`config.mk`:
```
export PLATFORM = sky130hd
export DESIGN_NAME = vga_timing_gen
export DESIGN_NICKNAME = d
export VERILOG_FILES = /design/src/rtl/vga_pkg.sv /design/src/rtl/vga_sync_counter.sv /design/src/rtl/vga_timing_gen.sv
export SDC_FILE = /design/constraint.sdc
export NUM_CORES = 1
export LEC_CHECK = 0
export ABC_AREA = 1
export BUFFER_PORTS_ARGS = -buffer_cell sky130_fd_sc_hd__buf_2
export CAP_MARGIN = 20
export CORE_MARGIN = 3
export CORE_UTILIZATION = 30
export CTS_CLUSTER_DIAMETER = 30
export CTS_CLUSTER_SIZE = 10
export DETAILED_ROUTE_END_ITERATION = 6
export PLACE_DENSITY = 0.5
export SYNTH_ARGS = -nofsm -noshare
export SYNTH_HDL_FRONTEND = slang
export SYNTH_SLANG_ARGS = --single-unit
```
`constraint.sdc`:
```
create_clock -name CLK -period 1.8 [get_ports CLK]
set_clock_uncertainty 0.1 [all_clocks]
set_input_delay 0.18 -clock CLK [delete_from_list [all_inputs] [get_ports CLK]]
set_output_delay 0.18 -clock CLK [all_outputs]
set_load 0.01 [all_outputs]
```
`src/rtl/vga_pkg.sv`:
```
// Shared VGA timing constants: default 640x480@60 raster, derived totals and
// sync windows, polarity encodings and a sync-level helper.
package vga_pkg;

  localparam int DEF_H_ACTIVE = 640;
  localparam int DEF_H_FP     = 16;
  localparam int DEF_H_SYNC   = 96;
  localparam int DEF_H_BP     = 48;
  localparam int DEF_V_ACTIVE = 480;
  localparam int DEF_V_FP     = 10;
  localparam int DEF_V_SYNC   = 2;
  localparam int DEF_V_BP     = 33;

  localparam int DEF_H_TOTAL      = DEF_H_ACTIVE + DEF_H_FP + DEF_H_SYNC + DEF_H_BP;
  localparam int DEF_V_TOTAL      = DEF_V_ACTIVE + DEF_V_FP + DEF_V_SYNC + DEF_V_BP;
  localparam int DEF_H_SYNC_START = DEF_H_ACTIVE + DEF_H_FP;
  localparam int DEF_H_SYNC_END   = DEF_H_SYNC_START + DEF_H_SYNC;
  localparam int DEF_V_SYNC_START = DEF_V_ACTIVE + DEF_V_FP;
  localparam int DEF_V_SYNC_END   = DEF_V_SYNC_START + DEF_V_SYNC;

  localparam logic POL_ACTIVE_LOW  = 1'b0;
  localparam logic POL_ACTIVE_HIGH = 1'b1;

  // Level driven on a sync line: the asserted polarity inside the window,
  // its complement everywhere else.
  function automatic logic sync_level(input logic in_window, input logic pol);
    return in_window ? pol : ~pol;
  endfunction

endpackage

```
`src/rtl/vga_sync_counter.sv`:
```
// One raster axis: counts 0..TOTAL-1 on each step and decodes wrap,
// active-region and sync-window flags from the current count.
module vga_sync_counter
  import vga_pkg::*;
#(
  parameter int   ADDR_W = 10,
  parameter int   ACTIVE = DEF_H_ACTIVE,
  parameter int   FP     = DEF_H_FP,
  parameter int   SYNC   = DEF_H_SYNC,
  parameter int   BP     = DEF_H_BP,
  parameter logic POL    = POL_ACTIVE_LOW
) (
  input  logic              clk,
  input  logic              rst_n,
  input  logic              clr,
  input  logic              step,
  output logic [ADDR_W-1:0] count,
  output logic              wrap,
  output logic              active,
  output logic              sync
);

  localparam int TOTAL = ACTIVE + FP + SYNC + BP;

  localparam logic [ADDR_W-1:0] LAST       = ADDR_W'(TOTAL - 1);
  localparam logic [ADDR_W-1:0] ACT_END    = ADDR_W'(ACTIVE);
  localparam logic [ADDR_W-1:0] SYNC_START = ADDR_W'(ACTIVE + FP);
  localparam logic [ADDR_W-1:0] SYNC_END   = ADDR_W'(ACTIVE + FP + SYNC);

  assign wrap   = (count == LAST);
  assign active = (count < ACT_END);
  assign sync   = sync_level((count >= SYNC_START) && (count < SYNC_END), POL);

  // Counter advances on step and returns to zero after the last position.
  always_ff @(posedge clk or negedge rst_n) begin
    if (!rst_n) begin
      count <= '0;
    end else if (clr) begin
      count <= '0;
    end else if (step) begin
      count <= wrap ? '0 : count + ADDR_W'(1);
    end
  end

endmodule

```
`src/rtl/vga_timing_gen.sv`:
```
// VGA raster timing generator: pixel-tick divider, horizontal/vertical
// counters and a registered output stage that blanks colour outside the
// active area. Outputs lag the presented address by one pixel tick.
module vga_timing_gen
  import vga_pkg::*;
#(
  parameter int   COLOUR_W = 8,
  parameter int   ADDR_W   = 10,
  parameter int   H_ACTIVE = DEF_H_ACTIVE,
  parameter int   H_FP     = DEF_H_FP,
  parameter int   H_SYNC   = DEF_H_SYNC,
  parameter int   H_BP     = DEF_H_BP,
  parameter int   V_ACTIVE = DEF_V_ACTIVE,
  parameter int   V_FP     = DEF_V_FP,
  parameter int   V_SYNC   = DEF_V_SYNC,
  parameter int   V_BP     = DEF_V_BP,
  parameter logic HS_POL   = POL_ACTIVE_LOW,
  parameter logic VS_POL   = POL_ACTIVE_LOW,
  parameter int   CLK_DIV  = 2
) (
  input  logic                CLK,
  input  logic                RESETn,
  input  logic                EN,
  input  logic [COLOUR_W-1:0] COLOUR_IN,
  output logic [COLOUR_W-1:0] cout,
  output logic                hs,
  output logic                vs,
  output logic                de,
  output logic [ADDR_W-1:0]   addrh,
  output logic [ADDR_W-1:0]   addrv,
  output logic                frame_start
);

  localparam int DIV_W = (CLK_DIV > 1) ? $clog2(CLK_DIV) : 1;
  localparam logic [DIV_W-1:0] DIV_LAST = DIV_W'(CLK_DIV - 1);

  logic [DIV_W-1:0] div;
  logic             tick;
  logic             h_wrap, h_active, h_sync;
  logic             v_wrap_unused, v_active, v_sync;
  logic             de_p0;
  logic             origin_p0;

  assign tick = (div == DIV_LAST);

  // Pixel-tick divider; held at zero while scanning is disabled.
  always_ff @(posedge CLK or negedge RESETn) begin
    if (!RESETn) begin
      div <= '0;
    end else if (!EN || tick) begin
      div <= '0;
    end else begin
      div <= div + DIV_W'(1);
    end
  end

  vga_sync_counter #(
    .ADDR_W (ADDR_W),
    .ACTIVE (H_ACTIVE),
    .FP     (H_FP),
    .SYNC   (H_SYNC),
    .BP     (H_BP),
    .POL    (HS_POL)
  ) u_hcnt (
    .clk    (CLK),
    .rst_n  (RESETn),
    .clr    (!EN),
    .step   (tick),
    .count  (addrh),
    .wrap   (h_wrap),
    .active (h_active),
    .sync   (h_sync)
  );

  // Vertical position only moves on the tick that ends a line.
  vga_sync_counter #(
    .ADDR_W (ADDR_W),
    .ACTIVE (V_ACTIVE),
    .FP     (V_FP),
    .SYNC   (V_SYNC),
    .BP     (V_BP),
    .POL    (VS_POL)
  ) u_vcnt (
    .clk    (CLK),
    .rst_n  (RESETn),
    .clr    (!EN),
    .step   (tick && h_wrap),
    .count  (addrv),
    .wrap   (v_wrap_unused),
    .active (v_active),
    .sync   (v_sync)
  );

  // Stage p0: decode of the pixel currently addressed (pre-update counters).
  assign de_p0     = h_active && v_active;
  assign origin_p0 = (addrh == '0) && (addrv == '0);

  // Stage p1: output register, loaded on each tick; frame_start lasts one CLK.
  always_ff @(posedge CLK or negedge RESETn) begin
    if (!RESETn) begin
      cout        <= '0;
      de          <= 1'b0;
      hs          <= ~HS_POL;
      vs          <= ~VS_POL;
      frame_start <= 1'b0;
    end else if (!EN) begin
      cout        <= '0;
      de          <= 1'b0;
      hs          <= ~HS_POL;
      vs          <= ~VS_POL;
      frame_start <= 1'b0;
    end else begin
      frame_start <= tick && origin_p0;
      if (tick) begin
        de   <= de_p0;
        cout <= de_p0 ? COLOUR_IN : '0;
        hs   <= h_sync;
        vs   <= v_sync;
      end
    end
  end

endmodule
```
==> Yosys cells after proc, flatten, opt, wreduce, memory -nomap -nowiden <==
Index checks and enable logic that the tools add are counted.
{ "totals": {"input_bits": 11, "word_cells": 50, "reg_bits": 33, "out_inout_bits": 32} }
{ "op_classes": {"n_reduce_logical": 10, "muxes": 19, "n_addsub": 3, "eq_ne": 4, "n_lt_le_gt_ge": 6} }
{ "op_table": {"columns": ["cell", "n"], "rows": [
  ["$mux W10", 6],
  ["$mux W8", 3],
  ["$add A10 B1 Y10 const B", 2],
  ["$eq A10 B10 Y1 const B", 2],
  ["$logic_not A10 Y1", 2],
  ["$lt A10 B10 Y1 const B", 2],
  ["$lt A10 B9 Y1 const B", 2],
  ["$ge A10 B10 Y1 const B", 1],
  ["$ge A10 B9 Y1 const B", 1],
  ["$mux W1", 10],
  ["$logic_and A1 B1 Y1", 6],
  ["$ne A2 B1 Y1 const B", 2],
  ["$add A1 B1 Y1 const B", 1],
  ["$logic_not A1 Y1", 1],
  ["$logic_or A1 B1 Y1", 1]
]} }

==> Depth between registers and ports, before layout <==
Gate-level depths: netlist of run 1.
{ "logic_depth": {"depth_word": 5, "depth_mapped": 9, "depth_no_buf": 9} }

==> Modules after synthesis <==
Synthesis of run 1 repeated with hierarchy kept, for this count alone.
{ "unflattened": {"hier_cells": 269, "area_unflattened_um2": 2001.9} }
{ "by_module_without_submodules": {"columns": ["module", "seq_area_each_um2", "area_per_inst_um2", "cells_per_inst", "instances"], "rows": [
  ["vga_sync_counter at u_hcnt", 250.2, 715.7, 103, 1],
  ["vga_sync_counter at u_vcnt", 250.2, 695.7, 97, 1],
  ["vga_timing_gen", 327.8, 590.6, 69, 1]
]} }

==> Least setup slack after synthesis of run 1 <==
OpenSTA, ideal clock, no wires.
{ "synth_path": {"path_type": "register -> register", "from": "reg u_hcnt.count[0]", "to": "reg u_vcnt.count[7]", "arrival_ps": 1261, "stages_incl_launch_ff": 8, "required_ps": 1573, "path_slack_ps": 312, "synth_period_minus_slack_ps": 1488, "setup_time_ps": 127, "n_path_buf": 1, "path_cell_list": "dfrtp_1 > ha_1 > nand2_1 > nor2_2 > nand4_2 > nand2_4 > buf_12 > o21ai_0"} }
{ "synth_via": {"elab_chain_cells": 3} }
{ "synth_rtl": {"columns": ["item", "line", "rtl"], "rows": [
  ["from (decl)", "vga_sync_counter.sv:17", "output logic [ADDR_W-1:0] count,"],
  ["from (signal assigned)", "vga_sync_counter.sv:41", "count <= wrap ? '0 : count + ADDR_W'(1);"],
  ["$eq A10 B10 Y1", "vga_sync_counter.sv:30", "assign wrap = (count == LAST);"],
  ["$logic_and A1 B1 Y1", "vga_timing_gen.sv:87", ".step (tick && h_wrap),"],
  ["$ne A2 B1 Y1 (no source line)", null, null],
  ["to (signal assigned)", "vga_sync_counter.sv:41", null],
  ["to (decl)", "vga_sync_counter.sv:17", null]
]} }
Every way passes these cells.
A chain may end at the register's enable or synchronous reset.

==> Final worst setup path of run 1 <==
{ "layout_path": {"from": "reg u_hcnt.count[0]", "to": "reg u_vcnt.count[1]"} }
Same word-level chain as after synthesis.

==> impl_metrics.sql, run 1 <==
INSERT INTO impl_metrics (metric_group, metric, value, unit) VALUES
('routing', 'finalWirelength', '4570', 'um'),
('layout', 'nets', '317', ''),
('global_route', 'grt_max_degree', '34', ''),
('global_route', 'global_route.overflow_total', '0', ''),
('clocking', 'cts_tree', 'done', ''),
('setup_path', 'critical-path-slowest-cell', 'sky130_fd_sc_hd__dfrtp_1', ''),
('setup_path', 'crit_path_cells', 'ha_1, nand2_1, nor2_2, nand4_2, nand2_4, nand3_1, o21ai_0', ''),
('setup_path', 'start_kind', 'flop', ''),
('global_route', 'global_route.peak_usage_layer', 'met2', ''),
('sta', 'fmax', '655', 'MHz'),
('global_route', 'grt_util_all_layers', '0.137', ''),
('setup_path', 'crit_type', 'reg2reg', ''),
('clocking', 'tritoncts.num_buffers', '5', ''),
('global_route', 'antenna_violations_before_repair', '0', ''),
('die', 'fp.coreArea', '5740', 'um2'),
('setup_path', 'crit_arrival', '1.63', 'ns'),
('clocking', 'clock_path_buffers', '2', ''),
('die', 'chipWidth', '84.5', 'um'),
('placement', 'dp.final_hpwl', '3350', 'um'),
('job', 'max_cap_violations', '0', ''),
('power', 'pd_cells', '721', 'nW/um2'),
('synthesis', 'synth.cell_area', '1850', 'um2'),
('setup_path', 'crit_path_end', 'u_vcnt.count[1]$_DFFE_PN0P_', ''),
('synthesis', 'synth.yosys.seq_area_share', '0.449', ''),
('placement', 'io_buffer_count', '42', ''),
('sta', 'report.final.hold_viol_count', '0', ''),
('sta', 'final.min_clock_period', '1.53', 'ns'),
('routing', 'drc', '0', ''),
('global_route', 'grt_pass1_vias', '1653', ''),
('setup_path', 'cp-startpoint', 'u_hcnt.count[0]$_DFFE_PN0P_', ''),
('global_route', 'use_met3', '0.0412', ''),
('synthesis', 'syn-num-nets', '258', ''),
('synthesis', 'syn_inst', '243', ''),
('sta', 'slew-limit-headroom', '0.716', ''),
('layout', 'final_common_cell', 'sky130_fd_sc_hd__nand2_1', ''),
('worst_hold_path', 'worstHoldPathType', 'in2reg', ''),
('clocking', 'clockRootBuffer', 'sky130_fd_sc_hd__clkbuf_8', ''),
('sta', 'fin_ws', '0.273', 'ns'),
('global_route', 'groute.layer.met1.usage', '0.183', ''),
('synthesis', 'post_synth_num_cell_types', '29', ''),
('layout', 'number_of_diodes', '0', ''),
('global_route', 'grt_first_pass_wirelength', '7870', 'um'),
('die', 'initial_core_utilization', '0.322', ''),
('setup_path', 'crit_path_max_incr_delay', '0.40', 'ns'),
('setup_path', 'critical_path_required', '1.90', 'ns'),
('routing', 'post_drt_via_cell_ratio', '4.59', ''),
('global_route', 'grt.met2_usage', '0.218', ''),
('worst_hold_path', 'worst_hold_startpoint', 'EN', ''),
('setup_path', 'crit_fanout', '15', ''),
('routing', 'detailedRoute.firstPassIterationCount', '4', ''),
('synthesis', 'postSynthRegisterBits', '33', ''),
('clocking', 'htreeDepth', '2', ''),
('die', 'i_o_pin_total', '43', ''),
('power', 'static-leakage-power', '1.25', 'nW'),
('power', 'vdd_ir_drop_max', '0.000353', 'V'),
('sta', 'timing.final.max_slew_violations', '0', ''),
('sta', 'setup_viol_count_final', '0', ''),
('setup_path', 'end_kind', 'flop', ''),
('die', 'floorplan.rows', '27', ''),
('synthesis', 'syn-mean-instance-area', '7.60', 'um2'),
('placement', 'dp_worst_setup_slack', '0.288', 'ns'),
('setup_path', 'r2r_setup_slk', '0.27', 'ns'),
('sta', 'fin_tns_setup', '0', 'ns'),
('layout', 'final_layout_size_suffix_gt1_frac', '0.241', ''),
('clocking', 'clkLatencyLatePin', '0.29', 'ns'),
('run_status', 'outcome', 'completed', ''),
('sta', 'worst_slew_pin_slew', '0.426', 'ns'),
('sta', 'finalCritPeriodShare', '0.848', ''),
('routing', 'vias', '1720', ''),
('die', 'fp.dieH', '84.5', 'um'),
('sta', 'setup_repair_after_global_routing_missed_its_margin', 'no', '');
[per-layer routing]
layer / vias up / routed length [um]
met5: - / 0
met4: 0 / 40
met3: 4 / 252
met2: 43 / 2060
met1: 782 / 2210
li1: 891 / -
[flip-flops by register name (all words and copies together) (netlist names)]
register,flops
u_hcnt.count,10
div,1
de,1
hs,1
vs,1
frame_start,1
cout,8
u_vcnt.count,10
[cell type report]
class | instances | area (um2) | share of cell area
multi-input combinational | 172 | 850 | 0.361
sequential | 33 | 828 | 0.352
timing repair buffer | 57 | 345 | 0.147
inverter | 33 | 124 | 0.0527
tap | 72 | 90.1 | 0.0383
clock buffer | 5 | 68.8 | 0.0293
clock inverter | 3 | 46.3 | 0.0197
[where the power goes]
group,internal (mW),total [mW],switching (mW)
logic,0.0756,0.193,0.118
registers,0.768,0.790,0.0218
clock network,0.414,0.713,0.298
total,1.26,1.70,0.438
[metrics by stage]
step	util	instance area, um2	std cells	hold slack, ns	power (mW)
2_1_floorplan	-	1850	243	-0.216	0.907
3_3_place_gp	0.374	2150	358	0.138	0.987
3_5_place_dp	0.374	2150	358	0.138	0.987
4_1_cts	0.410	2350	375	0.241	1.73
5_1_grt	0.410	2350	375	0.261	1.79
6_report	0.410	2350	375	0.246	1.70
[Yosys cell counts]
cell type / n / share of area
sky130_fd_sc_hd__o21ai_1: 4 / 0.011
sky130_fd_sc_hd__buf_4: 2 / 0.0081
sky130_fd_sc_hd__nand2_4: 1 / 0.0061
sky130_fd_sc_hd__nor3_1: 5 / 0.014
sky130_fd_sc_hd__nand2_2: 2 / 0.0068
sky130_fd_sc_hd__a21oi_2: 1 / 0.0047
sky130_fd_sc_hd__nor2_2: 2 / 0.0068
sky130_fd_sc_hd__inv_1: 30 / 0.061
sky130_fd_sc_hd__inv_2: 3 / 0.0061
sky130_fd_sc_hd__nand3_1: 22 / 0.060
sky130_fd_sc_hd__dfrtp_1: 31 / 0.42
sky130_fd_sc_hd__ha_1: 4 / 0.027
sky130_fd_sc_hd__nor3_2: 1 / 0.0054
sky130_fd_sc_hd__nand4_1: 7 / 0.024
sky130_fd_sc_hd__a21oi_1: 3 / 0.0081
sky130_fd_sc_hd__nor4_1: 3 / 0.010
sky130_fd_sc_hd__buf_12: 1 / 0.011
sky130_fd_sc_hd__xor2_1: 3 / 0.014
sky130_fd_sc_hd__o31ai_1: 1 / 0.0041
sky130_fd_sc_hd__nand4_2: 1 / 0.0068
sky130_fd_sc_hd__nand2_1: 76 / 0.15
sky130_fd_sc_hd__nor3_4: 1 / 0.0088
sky130_fd_sc_hd__nand3_2: 2 / 0.011
sky130_fd_sc_hd__or2_2: 1 / 0.0034
sky130_fd_sc_hd__o21ai_0: 10 / 0.027
sky130_fd_sc_hd__buf_2: 2 / 0.0054
sky130_fd_sc_hd__nor2_1: 21 / 0.043
sky130_fd_sc_hd__xnor2_1: 1 / 0.0047
sky130_fd_sc_hd__dfstp_2: 2 / 0.028
[how the worst min path moves through the flow]
stage | endpoint | slack [ns] | cells after the start
floorplan | cout[0]$_DFFE_PN0P_ | -0.22 | 0
global placement | u_vcnt.count[3]$_DFFE_PN0P_ | 0.14 | 2
detailed placement | u_vcnt.count[3]$_DFFE_PN0P_ | 0.14 | 2
CTS | de$_DFFE_PN0P_ | 0.24 | 3
global route | de$_DFFE_PN0P_ | 0.26 | 3
finish | de$_DFFE_PN0P_ | 0.25 | 3
[critical path: cells and delay by family, from the launching register on]
kind	cells	cell delay, ns
AOI/OAI and AO/OA	1	0.08
DFF	1	0.40
and+or+nand+nor	5	0.67
adders and majority gates	1	0.20
[kinds of logic after synthesis]
group / Yosys count / synth area share
DFF: 33 / 0.449
xor gates and xnor gates: 4 / 0.0190
buffers and inverters: 38 / 0.0915
adders and majority gates: 4 / 0.0271
AOI/OAI and AO/OA: 19 / 0.0549
and+or+nand+nor: 145 / 0.359
[what timing repair did]
action,in CTS,in global routing
endpoints found under the hold margin,39,0
setup buffers,0,0
hold buffers,9,0
(Power assumes the default switching activity.)
==> run 2: changes to the inputs <==
Settings changed: PLACE_DENSITY 0.5 to 0.51.
Clock period 1.8 ns to 1.4 ns, I/O delays scaled along.
==> impl_metrics.sql, run 2 (synthesized netlist as in run 1, its figures left out) <==
INSERT INTO impl_metrics (metric_group, metric, value, unit) VALUES
('die', 'i_o_pin_total', '43', ''),
('setup_path', 'start_kind', 'flop', ''),
('clocking', 'clkTransAtPathRegs', '0.08', 'ns'),
('worst_hold_path', 'hold_path_end', 'de$_DFFE_PN0P_', ''),
('setup_path', 'r2r.worst_path.cells', '8', ''),
('sta', 'timing.final.max_slew_violations', '0', ''),
('routing', 'finalWirelength', '5360', 'um'),
('worst_hold_path', 'worst_hold_startpoint', 'EN', ''),
('power', 'static-leakage-power', '1.48', 'nW'),
('sta', 'worst_slew_pin_slew', '0.304', 'ns'),
('layout', 'nets', '351', ''),
('setup_path', 'crit_type', 'reg2reg', ''),
('routing', 'vias', '1959', ''),
('layout', 'fillers', '571', ''),
('routing', 'drc', '0', ''),
('clocking', 'clock_path_buffers', '2', ''),
('setup_path', 'worstReg2RegEnd', 'cout[3]$_DFFE_PN0P_', ''),
('layout', 'area_growth_synth_to_finish', '53.4', '%'),
('setup_path', 'r2r_setup_slk', '-0.03', 'ns'),
('setup_path', 'critical-path-slowest-cell', 'sky130_fd_sc_hd__dfrtp_1', ''),
('sta', 'report.final.hold_viol_count', '0', ''),
('routing', 'wire_per_inst', '13.1', 'um'),
('routing', 'dr_wl_met2', '2690', 'um'),
('clocking', 'tritoncts.num_buffers', '5', ''),
('placement', 'detailed_place.area', '2390', 'um2'),
('worst_hold_path', 'worstHoldPathType', 'in2reg', ''),
('clocking', 'htreeDepth', '2', ''),
('setup_path', 'critical_path_required', '1.52', 'ns'),
('worst_hold_path', 'min_path_cells', '3', ''),
('setup_path', 'crit_fanout', '8', ''),
('clocking', 'clkLatencyLatePin', '0.29', 'ns'),
('layout', 'final_layout_size_suffix_gt1_frac', '0.463', ''),
('global_route', 'global_route.overflow_total', '0', ''),
('routing', 'dr_wl_met3', '257', 'um'),
('power', 'pd_cells', '741', 'nW/um2'),
('layout', 'design_area', '2830', 'um2'),
('global_route', 'grt_pass1_vias', '1873', ''),
('die', 'chipWidth', '84.5', 'um'),
('setup_path', 'crit_path_cells', 'nand2_2, nor2_4, nor2_2, nand2_2, nor3_4, buf_12, nand2_2, nand2_1', ''),
('setup_path', 'worst_r2r_startpoint', 'u_vcnt.count[5]$_DFFE_PN0P_', ''),
('placement', 'dp.final_hpwl', '3760', 'um'),
('die', 'fp.coreArea', '5740', 'um2'),
('setup_path', 'crit_arrival', '1.55', 'ns'),
('routing', 'detailedRoute.firstPassIterationCount', '4', ''),
('setup_path', 'end_kind', 'flop', ''),
('layout', 'number_of_diodes', '0', ''),
('routing', 'post_drt_via_cell_ratio', '4.79', ''),
('placement', 'finalWeightedCongestion', '0.842', ''),
('global_route', 'grt_util_all_layers', '0.152', ''),
('layout', 'layout_top_registers', 'u_hcnt.count (10), u_vcnt.count (10), cout (8)', ''),
('routing', 'dr.max_layer_used', 'met4', ''),
('run_status', 'outcome', 'complete, but fails checks', ''),
('sta', 'slew-limit-headroom', '0.795', ''),
('die', 'die-area', '7130', 'um2'),
('sta', 'final.min_clock_period', '1.43', 'ns'),
('run_status', 'violations_in_the_final_reports', 'negative setup slack', ''),
('sta', 'setup_viol_count_final', '7', ''),
('clocking', 'cts.sink_count', '33', ''),
('setup_path', 'cp-startpoint', 'u_vcnt.count[5]$_DFFE_PN0P_', ''),
('global_route', 'antenna_violations_before_repair', '0', ''),
('placement', 'io_buffer_count', '42', ''),
('die', 'initial_core_utilization', '0.322', ''),
('clocking', 'cts_tree', 'done', ''),
('sta', 'finalCritPeriodShare', '1.02', ''),
('global_route', 'grt_first_pass_wirelength', '8730', 'um'),
('die', 'floorplan.rows', '27', ''),
('global_route', 'grt_max_degree', '34', ''),
('layout', 'layout.cells.most_common_list', 'sky130_fd_sc_hd__nand2_1 (57), sky130_fd_sc_hd__buf_2 (42), sky130_fd_sc_hd__buf_4 (37), sky130_fd_sc_hd__dfrtp_1 (28), sky130_fd_sc_hd__inv_1 (24)', ''),
('sta', 'fin_ws', '-0.0262', 'ns'),
('routing', 'wirelength_met1', '2340', 'um'),
('layout', 'core_occupancy_in_the_finished_layout', '0.493', ''),
('setup_path', 'critPathMostFrequentCell', 'sky130_fd_sc_hd__nand2_2', ''),
('job', 'max_cap_violations', '0', ''),
('setup_path', 'crit_path_max_incr_delay', '0.41', 'ns'),
('sta', 'setup_repair_after_global_routing_missed_its_margin', 'yes', ''),
('sta', 'fmax', '701', 'MHz'),
('die', 'fp.dieH', '84.5', 'um'),
('routing', 'initialDrtViolationCount', '114', ''),
('layout', 'final_common_cell', 'sky130_fd_sc_hd__nand2_1', ''),
('power', 'vdd_ir_drop_max', '0.000352', 'V'),
('clocking', 'clockRootBuffer', 'sky130_fd_sc_hd__clkbuf_8', ''),
('routing', 'antenna_nets_post_route', '0', '');
-- run 2: changes by cell type in the layout (fill, tap and decap cells not counted), sizes merged --
cell	previous run	this run
buf	48	81
bufinv	1	0
clkinv	1	2
nand2	79	80
-- run 2: power by group --
group	internal (mW)	total, mW	switching, mW
Combinational	0.160	0.359	0.199
Sequential	0.988	1.01	0.0268
Clock	0.343	0.726	0.382
Total	1.49	2.10	0.608
-- run 2: worst max-delay path: cells and delay by family, from the launching register on --
family / cells / cell delay, ns
AND/OR/NAND/NOR: 7 / 0.68
buffers and inverters: 1 / 0.17
flip-flops: 1 / 0.41
-- run 2: repair_timing --
action	4_1_cts	5_1_grt
resized for setup	10	57
endpoints found under the hold margin	41	0
hold buffers	9	0
pin swaps	6	14
endpoints found under the setup margin	17	29
buffers inserted	1	3
cloned	1	0
-- run 2: how the worst max path moves through the flow --
stage,slack [ns],cells past startpoint,to
6_report,-0.03,8,cout[3]$_DFFE_PN0P_
5_1_grt,-0.12,7,u_vcnt.count[2]$_DFFE_PN0P_
4_1_cts,-0.02,7,u_vcnt.count[2]$_DFFE_PN0P_
3_5_place_dp,-0.06,7,u_vcnt.count[2]$_DFFE_PN0P_
3_3_place_gp,-0.06,7,u_vcnt.count[1]$_DFFE_PN0P_
2_1_floorplan,-0.07,7,u_vcnt.count[7]$_DFFE_PN0P_
-- run 2: final cells by class --
class,instances,area (um2),share of cell area
clock buffer,5,68.8,0.0243
tap,72,90.1,0.0318
sequential,33,832,0.294
inverter,33,126,0.0446
clock inverter,3,17.5,0.00618
multi-input combinational,173,1080,0.381
timing repair buffer,90,618,0.218
-- run 2: layer usage --
layer	vias up	track usage
met5	-	0
met4	0	0.0532
met3	7	0.0363
met2	45	0.248
met1	937	0.197
li1	970	-
-- run 2: per-stage QoR --
step	worst slack, ns	power, mW	cells	TNS (ns)	hold slack (ns)
finish	-0.0262	2.10	409	-0.0837	0.176
global route	-0.116	2.21	409	-1.80	0.198
CTS	-0.0186	2.10	406	-0.0447	0.162
detailed placement	-0.0570	1.32	387	-0.190	0.0161
global placement	-0.0612	1.31	387	-0.175	0.0138
floorplan	-0.0703	1.17	243	-0.500	-0.256
